<file path="src/rtl/wb_slave_pkg.sv">
// Shared register map, CTRL/STATUS bit positions and byte-lane helper for the
// Wishbone timer/LED slave.
package wb_slave_pkg;

    localparam logic [2:0] REG_CTRL    = 3'd0;
    localparam logic [2:0] REG_STATUS  = 3'd1;
    localparam logic [2:0] REG_RELOAD  = 3'd2;
    localparam logic [2:0] REG_COUNT   = 3'd3;
    localparam logic [2:0] REG_LEDS    = 3'd4;
    localparam logic [2:0] REG_SCRATCH = 3'd5;
    localparam logic [2:0] REG_ID      = 3'd6;
    localparam logic [2:0] REG_PWM     = 3'd7;

    localparam int CTRL_ENABLE      = 0;
    localparam int CTRL_AUTO_RELOAD = 1;
    localparam int CTRL_IRQ_EN      = 2;
    localparam int STATUS_EXPIRED   = 0;

    localparam logic [31:0] DEFAULT_ID_VALUE = 32'h5742_0001;

    // Merge a bus write into an existing word, one byte lane per select bit.
    function automatic logic [31:0] apply_sel(input logic [31:0] old_value,
                                              input logic [31:0] new_value,
                                              input logic [3:0]  sel);
        logic [31:0] result;
        result = old_value;
        for (int i = 0; i < 4; i++) begin
            if (sel[i]) begin
                result[i*8 +: 8] = new_value[i*8 +: 8];
            end
        end
        return result;
    endfunction

endpackage

</file>
<file path="src/rtl/wb_timer_led_slave_if.sv">
// Pipelined Wishbone bus bundle between the master and the timer/LED slave.
interface wb_timer_led_slave_if;
    logic        cyc;
    logic        stb;
    logic        we;
    logic [29:0] addr;
    logic [31:0] wdata;
    logic [3:0]  sel;
    logic        stall;
    logic        ack;
    logic        err;
    logic [31:0] rdata;

    modport master (
        output cyc, stb, we, addr, wdata, sel,
        input  stall, ack, err, rdata
    );

    modport slave (
        input  cyc, stb, we, addr, wdata, sel,
        output stall, ack, err, rdata
    );
endinterface

</file>
<file path="src/rtl/wb_timer_core.sv">
// Down-counting timer: prescaler, COUNT/RELOAD registers and the expired flag.
// Bus decode lives in the top; this block only sees write strobes and merged data.
module wb_timer_core #(
    parameter int PRESCALE = 12
) (
    input  logic        i_clk,
    input  logic        i_reset,
    input  logic        enable,
    input  logic        auto_reload,
    input  logic        reload_we,
    input  logic [31:0] reload_wdata,
    input  logic        count_we,
    input  logic [31:0] count_wdata,
    input  logic        expired_clear,
    output logic [31:0] reload,
    output logic [31:0] count,
    output logic        expired,
    output logic        oneshot_stop
);
    localparam int PW = (PRESCALE > 1) ? $clog2(PRESCALE) : 1;
    localparam logic [PW-1:0] PRESCALE_LAST = PW'(PRESCALE - 1);

    logic [PW-1:0] prescaler;
    logic          prescaler_wrap;
    logic          tick;
    logic          at_zero;

    // A bus write to COUNT suppresses the tick that would land in the same cycle.
    assign prescaler_wrap = (prescaler == PRESCALE_LAST);
    assign tick           = enable & prescaler_wrap & ~count_we;
    assign at_zero        = (count == '0);
    assign oneshot_stop   = tick & at_zero & ~auto_reload;

    always_ff @(posedge i_clk or posedge i_reset) begin
        if (i_reset) begin
            prescaler <= '0;
        end else if (count_we) begin
            prescaler <= '0;
        end else if (enable) begin
            prescaler <= prescaler_wrap ? '0 : prescaler + PW'(1);
        end
    end

    always_ff @(posedge i_clk or posedge i_reset) begin
        if (i_reset) begin
            reload <= '0;
        end else if (reload_we) begin
            reload <= reload_wdata;
        end
    end

    always_ff @(posedge i_clk or posedge i_reset) begin
        if (i_reset) begin
            count <= '0;
        end else if (count_we) begin
            count <= count_wdata;
        end else if (tick) begin
            if (!at_zero) begin
                count <= count - 32'd1;
            end else if (auto_reload) begin
                count <= reload;
            end
        end
    end

    // Hardware set wins over a write-1-to-clear in the same cycle.
    always_ff @(posedge i_clk or posedge i_reset) begin
        if (i_reset) begin
            expired <= 1'b0;
        end else if (tick && at_zero) begin
            expired <= 1'b1;
        end else if (expired_clear) begin
            expired <= 1'b0;
        end
    end

endmodule

</file>
<file path="src/rtl/wb_timer_led_slave.sv">
// Wishbone timer/LED/scratch/ID slave. Define WB_TIMER_LED_SLAVE_PWM_EN to add
// the PWM duty register in slot 7 that dims the LED outputs.
module wb_timer_led_slave
    import wb_slave_pkg::*;
#(
    parameter logic [29:0] BASE_ADDR = 30'h0000_0010,
    parameter int          ADDR_W    = 3,
    parameter int          PRESCALE  = 12,
    parameter logic [31:0] ID_VALUE  = DEFAULT_ID_VALUE
) (
    input  logic                 i_clk,
    input  logic                 i_reset,
    wb_timer_led_slave_if.slave  wb,
    output logic [7:0]           o_leds,
    output logic                 o_irq
);
    logic              request;
    logic              base_match;
    logic [ADDR_W-1:0] slot;
    logic              slot_mapped;
    logic              access_ok;
    logic              bus_write;
    logic [31:0]       read_value;
    logic [31:0]       merged;

    logic [2:0]        ctrl;
    logic [7:0]        leds_reg;
    logic [31:0]       scratch;
    logic              ack_q;
    logic              err_q;
    logic [31:0]       rdata_q;
    logic              irq_q;

    logic [31:0]       timer_reload;
    logic [31:0]       timer_count;
    logic              timer_expired;
    logic              oneshot_stop;

`ifdef WB_TIMER_LED_SLAVE_PWM_EN
    logic [7:0]        pwm_duty;
    logic [7:0]        pwm_cnt;
`endif

    assign request    = wb.cyc & wb.stb;
    assign base_match = (wb.addr[29:ADDR_W] == BASE_ADDR[29:ADDR_W]);
    assign slot       = wb.addr[ADDR_W-1:0];

    always_comb begin
        slot_mapped = 1'b1;
        read_value  = '0;
        case (slot)
            ADDR_W'(REG_CTRL):    read_value = {29'd0, ctrl};
            ADDR_W'(REG_STATUS):  read_value = {31'd0, timer_expired};
            ADDR_W'(REG_RELOAD):  read_value = timer_reload;
            ADDR_W'(REG_COUNT):   read_value = timer_count;
            ADDR_W'(REG_LEDS):    read_value = {24'd0, leds_reg};
            ADDR_W'(REG_SCRATCH): read_value = scratch;
            ADDR_W'(REG_ID):      read_value = ID_VALUE;
`ifdef WB_TIMER_LED_SLAVE_PWM_EN
            ADDR_W'(REG_PWM):     read_value = {24'd0, pwm_duty};
`endif
            default:              slot_mapped = 1'b0;
        endcase
    end

    assign access_ok = base_match & slot_mapped & ~(wb.we & (slot == ADDR_W'(REG_ID)));
    assign bus_write = request & access_ok & wb.we;
    assign merged    = apply_sel(read_value, wb.wdata, wb.sel);

    // A CTRL write in the same cycle overrides the one-shot enable clear.
    always_ff @(posedge i_clk or posedge i_reset) begin
        if (i_reset) begin
            ctrl <= '0;
        end else if (bus_write && slot == ADDR_W'(REG_CTRL)) begin
            ctrl <= merged[2:0];
        end else if (oneshot_stop) begin
            ctrl[CTRL_ENABLE] <= 1'b0;
        end
    end

    always_ff @(posedge i_clk or posedge i_reset) begin
        if (i_reset) begin
            leds_reg <= '0;
            scratch  <= '0;
        end else if (bus_write) begin
            if (slot == ADDR_W'(REG_LEDS))    leds_reg <= merged[7:0];
            if (slot == ADDR_W'(REG_SCRATCH)) scratch  <= merged;
        end
    end

    wb_timer_core #(
        .PRESCALE (PRESCALE)
    ) u_timer (
        .i_clk         (i_clk),
        .i_reset       (i_reset),
        .enable        (ctrl[CTRL_ENABLE]),
        .auto_reload   (ctrl[CTRL_AUTO_RELOAD]),
        .reload_we     (bus_write && slot == ADDR_W'(REG_RELOAD)),
        .reload_wdata  (merged),
        .count_we      (bus_write && slot == ADDR_W'(REG_COUNT)),
        .count_wdata   (merged),
        .expired_clear (bus_write && slot == ADDR_W'(REG_STATUS) &&
                        wb.sel[0] && wb.wdata[STATUS_EXPIRED]),
        .reload        (timer_reload),
        .count         (timer_count),
        .expired       (timer_expired),
        .oneshot_stop  (oneshot_stop)
    );

    // One registered response per accepted request; reset discards it.
    always_ff @(posedge i_clk or posedge i_reset) begin
        if (i_reset) begin
            ack_q   <= 1'b0;
            err_q   <= 1'b0;
            rdata_q <= '0;
        end else begin
            ack_q   <= request & access_ok;
            err_q   <= request & ~access_ok;
            rdata_q <= (request & access_ok & ~wb.we) ? read_value : '0;
        end
    end

    always_ff @(posedge i_clk or posedge i_reset) begin
        if (i_reset) begin
            irq_q <= 1'b0;
        end else begin
            irq_q <= timer_expired & ctrl[CTRL_IRQ_EN];
        end
    end

    assign wb.stall = 1'b0;
    assign wb.ack   = ack_q & wb.cyc;
    assign wb.err   = err_q & wb.cyc;
    assign wb.rdata = wb.ack ? rdata_q : '0;
    assign o_irq    = irq_q;

`ifdef WB_TIMER_LED_SLAVE_PWM_EN
    always_ff @(posedge i_clk or posedge i_reset) begin
        if (i_reset) begin
            pwm_duty <= 8'hFF;
            pwm_cnt  <= '0;
        end else begin
            pwm_cnt <= pwm_cnt + 8'd1;
            if (bus_write && slot == ADDR_W'(REG_PWM)) begin
                pwm_duty <= merged[7:0];
            end
        end
    end

    assign o_leds = leds_reg & {8{pwm_cnt < pwm_duty}};
`else
    assign o_leds = leds_reg;
`endif

endmodule

</file>
<file path="src/flat_wrapper.sv">
// flat-port wrapper written by rule: the top's interface ports become plain ports
module wb_timer_led_slave_flat import wb_slave_pkg::*;
#(
    parameter logic [29:0] BASE_ADDR = 30'h0000_0010,
    parameter int          ADDR_W    = 3,
    parameter int          PRESCALE  = 12,
    parameter logic [31:0] ID_VALUE  = DEFAULT_ID_VALUE
)
  (i_clk, i_reset, o_leds, o_irq, wb_cyc, wb_stb, wb_we, wb_addr, wb_wdata, wb_sel, wb_stall, wb_ack, wb_err, wb_rdata);
  wb_timer_led_slave_if wb_i ();
  input  logic i_clk;
  input  logic i_reset;
  output logic [7:0] o_leds;
  output logic o_irq;
  input wire logic [$bits(wb_i.cyc)-1:0] wb_cyc;
  input wire logic [$bits(wb_i.stb)-1:0] wb_stb;
  input wire logic [$bits(wb_i.we)-1:0] wb_we;
  input wire logic [$bits(wb_i.addr)-1:0] wb_addr;
  input wire logic [$bits(wb_i.wdata)-1:0] wb_wdata;
  input wire logic [$bits(wb_i.sel)-1:0] wb_sel;
  output wire logic [$bits(wb_i.stall)-1:0] wb_stall;
  output wire logic [$bits(wb_i.ack)-1:0] wb_ack;
  output wire logic [$bits(wb_i.err)-1:0] wb_err;
  output wire logic [$bits(wb_i.rdata)-1:0] wb_rdata;
  assign wb_i.cyc = wb_cyc;
  assign wb_i.stb = wb_stb;
  assign wb_i.we = wb_we;
  assign wb_i.addr = wb_addr;
  assign wb_i.wdata = wb_wdata;
  assign wb_i.sel = wb_sel;
  assign wb_stall = wb_i.stall;
  assign wb_ack = wb_i.ack;
  assign wb_err = wb_i.err;
  assign wb_rdata = wb_i.rdata;
  wb_timer_led_slave #(.BASE_ADDR(BASE_ADDR), .ADDR_W(ADDR_W), .PRESCALE(PRESCALE), .ID_VALUE(ID_VALUE)) u_core (.i_clk(i_clk), .i_reset(i_reset), .wb(wb_i), .o_leds(o_leds), .o_irq(o_irq));
endmodule
</file>
<file path="config.mk">
export PLATFORM = sky130hd
export DESIGN_NAME = wb_timer_led_slave_flat
export DESIGN_NICKNAME = d
export VERILOG_FILES = /design/src/rtl/wb_slave_pkg.sv /design/src/rtl/wb_timer_led_slave_if.sv /design/src/rtl/wb_timer_core.sv /design/src/rtl/wb_timer_led_slave.sv /design/src/flat_wrapper.sv
export SDC_FILE = /design/constraint.sdc
export NUM_CORES = 1
export LEC_CHECK = 0
export ABC_AREA = 1
export ABC_CLOCK_PERIOD_IN_PS = 4800
export CORE_MARGIN = 5
export CORE_UTILIZATION = 40
export CTS_CLUSTER_SIZE = 12
export DETAILED_ROUTE_END_ITERATION = 12
export PLACE_DENSITY = 0.65
export SETUP_SLACK_MARGIN = 0.5
export SYNTH_ARGS = -nofsm -noshare
export SYNTH_HDL_FRONTEND = slang
export SYNTH_SLANG_ARGS = --single-unit
</file>
<file path="constraint.sdc">
create_clock -name i_clk -period 4.8 [get_ports i_clk]
set_clock_uncertainty 0.2 [all_clocks]
set_input_delay 0.48 -clock i_clk [delete_from_list [all_inputs] [get_ports i_clk]]
set_output_delay 0.48 -clock i_clk [all_outputs]
set_load 0.01 [all_outputs]
</file>
==> impl_results.md <==
* Status: complete, no violations
* Cell count after synthesis at 1346
* Dpl ws at 1100 ps
* Part of the Yosys area used for sequential elements at 0.414
* Floorplan Core Area at around 22000 um2
* Hold Worst Slack at 289 ps
* Antenna violation net count after detailed routing at 0
* Setup repair after global routing missed its margin: false
* Crit share post-route at 0.682
* Crit start category: input port
* Antenna cells at 0
* Most used cell, CP: sky130_fd_sc_hd__nand2_1
* Total placed cells including tap cells at between 1500 and 2000
* Detailed Place HPWL at just under 20000 um
* Measured slew at the worst slew-check pin at 1050 ps
* Total wire length at between 20000 and 30000 um
* Post-CTS Setup Inserts at 0
* Final-report setup violation count at 0
* Detailed router's first-iteration violation count at around 810
* Layout fillers at 2196
* Max-slew headroom at 0.300
* Non-filler cells, final at about 1700
* Routed vias/inst at 5.21
* Nets@finish at around 1500
* Antenna violations before repair at 0
* Worst hold path startpoint: u_core.u_timer.reload[15]$_DFFE_PP0P_
* Vias in the first global route at just under 9000
* Number of top-level pins at between 100 and 150
* Buffer levels on the longest clock path at 2
* Placement row count at 54
* Grt ovf at 0
* Drt drc at 0
* Final-report max-slew violation count at 0
* P&R area growth vs syn at 22.4%
* Arrival @ worst endpoint at ~3400 ps
* P_leak at around 5.2 nW
* Number of hold buffers added after CTS at 0
* Kind of critical path: in2reg
* PD cells at ~260 nW/um2
* Core utilization of the finished layout at 0.498
* Global-route wire length before repair at around 46000 um
* Fmax at between 0.3 and 0.4 GHz
* Die Height at about 160 um
* Avg Synthesized Cell Area at 6.60 um2
* Clock network latency to the later pin of the worst-skew pair at 440 ps
* Total clock buffers created by CTS at 17
* Die boundary width at around 160 um
* Final hold violation count at 0
* Area share of the largest cell type after synthesis at 0.414
* Main area contributors after synthesis: sky130_fd_sc_hd__dfrtp_1 41%, sky130_fd_sc_hd__nand2_1 17%, sky130_fd_sc_hd__nand3_1 9.4%
* CTS tree: built
* Ordered list of cells on the worst path: clkdlybuf4s50_1, inv_1, nor2_1, nor2_1, nand2_1, nor2_2, nand2_1, nor2_4, nand2_2, buf_12, nand2_1, o21ai_0
* Total nets after synthesis at around 1400
* Family with the most delay on the worst path: simple AND/OR/NAND/NOR gates
* Synth warn at 0
* Total Neg Setup Slack at 0 ps
* Most common cell in the netlist: sky130_fd_sc_hd__nand2_1
* Area of all placed cells without fillers at roughly 11000 um2
* Clock slew at reported path FFs at around 70 ps
* Count of H-tree levels built during CTS at 4
* Synthesis-stage register bit count at 147
* Clock tree sinks at around 150
* Shortest period the worst path allows at between 3000 and 4000 ps
* Fraction of final layout cells sized beyond drive strength 1 at 0.0449
* Reg-to-Reg Start: u_core.u_timer.count[0]$_DFFE_PP0P_
* Maximum number of pins on one net before global-route repair at about 150
* Final setup slack of the worst path at roughly 1500 ps
* Global routing usage summed across all routing layers at 0.220
* Critical path's slowest cell: sky130_fd_sc_hd__clkdlybuf4s50_1
* Sum of internal, switching and leakage power at 2.88 mW
* Maximum fanout along the worst path at 38
* Root Driver: sky130_fd_sc_hd__clkbuf_16
* FFs w/ async S/R, synth at 1.00
* Reported max-cap violation count at 0
* Path type of the worst min-delay path: reg2reg
* Largest stage delay, worst path at approximately 760 ps
* Buffering stage count on the worst path with inverters included at 3
* Length of the first detailed-routing pass in iterations at 5
* Commonest cells in the synthesized netlist: 393 x sky130_fd_sc_hd__nand2_1, 189 x sky130_fd_sc_hd__inv_1, 169 x sky130_fd_sc_hd__nor2_1
* Number of synthesized flops with an enable pin at 0
* Port bufs at ~110
* Summed instance area of the synthesized netlist at around 8900 um2
* Dominant cell type by area after synthesis: sky130_fd_sc_hd__dfrtp_1
* Effective utilization at floorplan at 0.407
* WL per Instance at roughly 16 um
* Kind of end point of the critical path: flip-flop
* Area of the die at 25300 um2
* Total via count in the routed design at 9004
* Most used DFF post-synth: sky130_fd_sc_hd__dfrtp_1
* Count of different cell masters after synthesis at 33
* Required @ worst endpoint at just under 5000 ps
* Number of cells upsized or downsized after cts at 0
* Crit path from: wb_addr[2]
* Peak supply drop at between 0.2 and 0.25 mV
* Routability Congestion at a little under 1
* Instance area after placement at between 10000 and 15000 um2
## path summary, 6_finish.rpt
path / slack, ps / end / cells past startpoint
worst min register to register: 290 / u_core.u_timer.reload[15]$_DFFE_PP0P_ / 2
worst max-delay path: 1530 / u_core.u_timer.reload[23]$_DFFE_PP0P_ / 12
worst min-delay path: 290 / u_core.u_timer.reload[15]$_DFFE_PP0P_ / 2
min in group asynchronous: 420 / u_core.rdata_q[2]$_DFF_PP0_ / 3
max in group asynchronous: 3340 / u_core.u_timer.count[10]$_DFFE_PP0P_ / 3
worst max register to register: 2080 / u_core.u_timer.count[27]$_DFFE_PP0P_ / 12
## final cells by class
class                           count  area [um2]  area share
Sequential cell                   147        3680       0.339
Inverter                          193         728      0.0670
Timing Repair Buffer              126        1270       0.117
Clock inverter                     11         175      0.0161
Tap cell                          280         350      0.0322
Clock buffer                       21         460      0.0424
Multi-Input combinational cell    950        4210       0.387
## cell families (layout without fill, tap and decap cells)
| family | count (synthesis) | in the layout | share of synthesized area |
|---|---|---|---|
| buffers and inverters | 249 | 351 | 0.113 |
| other | 1 | 1 | 0.000422 |
| adders and majority gates | 3 | 3 | 0.00423 |
| DFF | 147 | 147 | 0.414 |
| AOI/OAI and AO/OA | 169 | 169 | 0.0989 |
| xor gates and xnor gates | 5 | 5 | 0.00493 |
| and+or+nand+nor | 772 | 772 | 0.364 |
## placed cells by master, fill, tap and decap left out, types with 2 or more instances in the layout
cell type / synthesis / layout
sky130_fd_sc_hd__o211ai_1: 2 / 2
sky130_fd_sc_hd__clkbuf_8: 0 / 2
sky130_fd_sc_hd__nor2_4: 4 / 4
sky130_fd_sc_hd__nand2_1: 393 / 393
sky130_fd_sc_hd__ha_1: 3 / 3
sky130_fd_sc_hd__bufinv_16: 0 / 4
sky130_fd_sc_hd__o21ai_1: 63 / 63
sky130_fd_sc_hd__clkinv_4: 0 / 2
sky130_fd_sc_hd__o211a_1: 2 / 2
sky130_fd_sc_hd__buf_4: 3 / 10
sky130_fd_sc_hd__or2_1: 5 / 5
sky130_fd_sc_hd__nand4_1: 19 / 19
sky130_fd_sc_hd__clkdlybuf4s50_1: 0 / 113
sky130_fd_sc_hd__nand3_1: 166 / 166
sky130_fd_sc_hd__a31oi_1: 7 / 7
sky130_fd_sc_hd__o21ai_0: 74 / 74
sky130_fd_sc_hd__xor2_1: 5 / 5
sky130_fd_sc_hd__inv_2: 4 / 4
sky130_fd_sc_hd__nand2_2: 5 / 5
sky130_fd_sc_hd__clkbuf_1: 19 / 2
sky130_fd_sc_hd__inv_6: 0 / 2
sky130_fd_sc_hd__a21oi_1: 18 / 18
sky130_fd_sc_hd__clkinvlp_4: 0 / 3
sky130_fd_sc_hd__buf_12: 0 / 3
sky130_fd_sc_hd__nor2_2: 3 / 3
sky130_fd_sc_hd__clkbuf_16: 0 / 17
sky130_fd_sc_hd__inv_1: 189 / 188
sky130_fd_sc_hd__or2_2: 4 / 4
sky130_fd_sc_hd__nor2_1: 169 / 169
sky130_fd_sc_hd__dfrtp_1: 147 / 147
## report_power, final
| part | internal, mW | switching (mW) | total (mW) |
|---|---|---|---|
| clock network | 0.902 | 0.565 | 1.47 |
| logic | 0.0690 | 0.102 | 0.171 |
| registers | 1.24 | 0.000108 | 1.24 |
| total | 2.21 | 0.667 | 2.88 |
## per-layer routing
| metal | wire length (um) | up-vias | global-route usage |
|---|---|---|---|
| met1 | 12700 | 4209 | 0.308 |
| li1 | - | 4414 | - |
| met2 | 12700 | 336 | 0.345 |
| met4 | 656 | 0 | 0.0655 |
| met3 | 1970 | 45 | 0.0450 |
| met5 | 0 | - | 0 |
## registers in the layout, indices dropped and copies added, names as in the netlist
signal / cells
u_core.o_leds: 8
u_core.ack_q: 1
u_core.u_timer.prescaler: 4
u_core.o_irq: 1
u_core.u_timer.reload: 32
u_core.rdata_q: 32
u_core.scratch: 32
u_core.u_timer.expired: 1
u_core.u_timer.count: 32
u_core.err_q: 1
u_core.ctrl: 3
## worst min-delay path, cell delays in order, from the launching register on
cell,delay [ps]
sky130_fd_sc_hd__dfrtp_1,350
sky130_fd_sc_hd__nand2_1,50
sky130_fd_sc_hd__o21ai_0,60
Power figures use the tool's default switching activity.
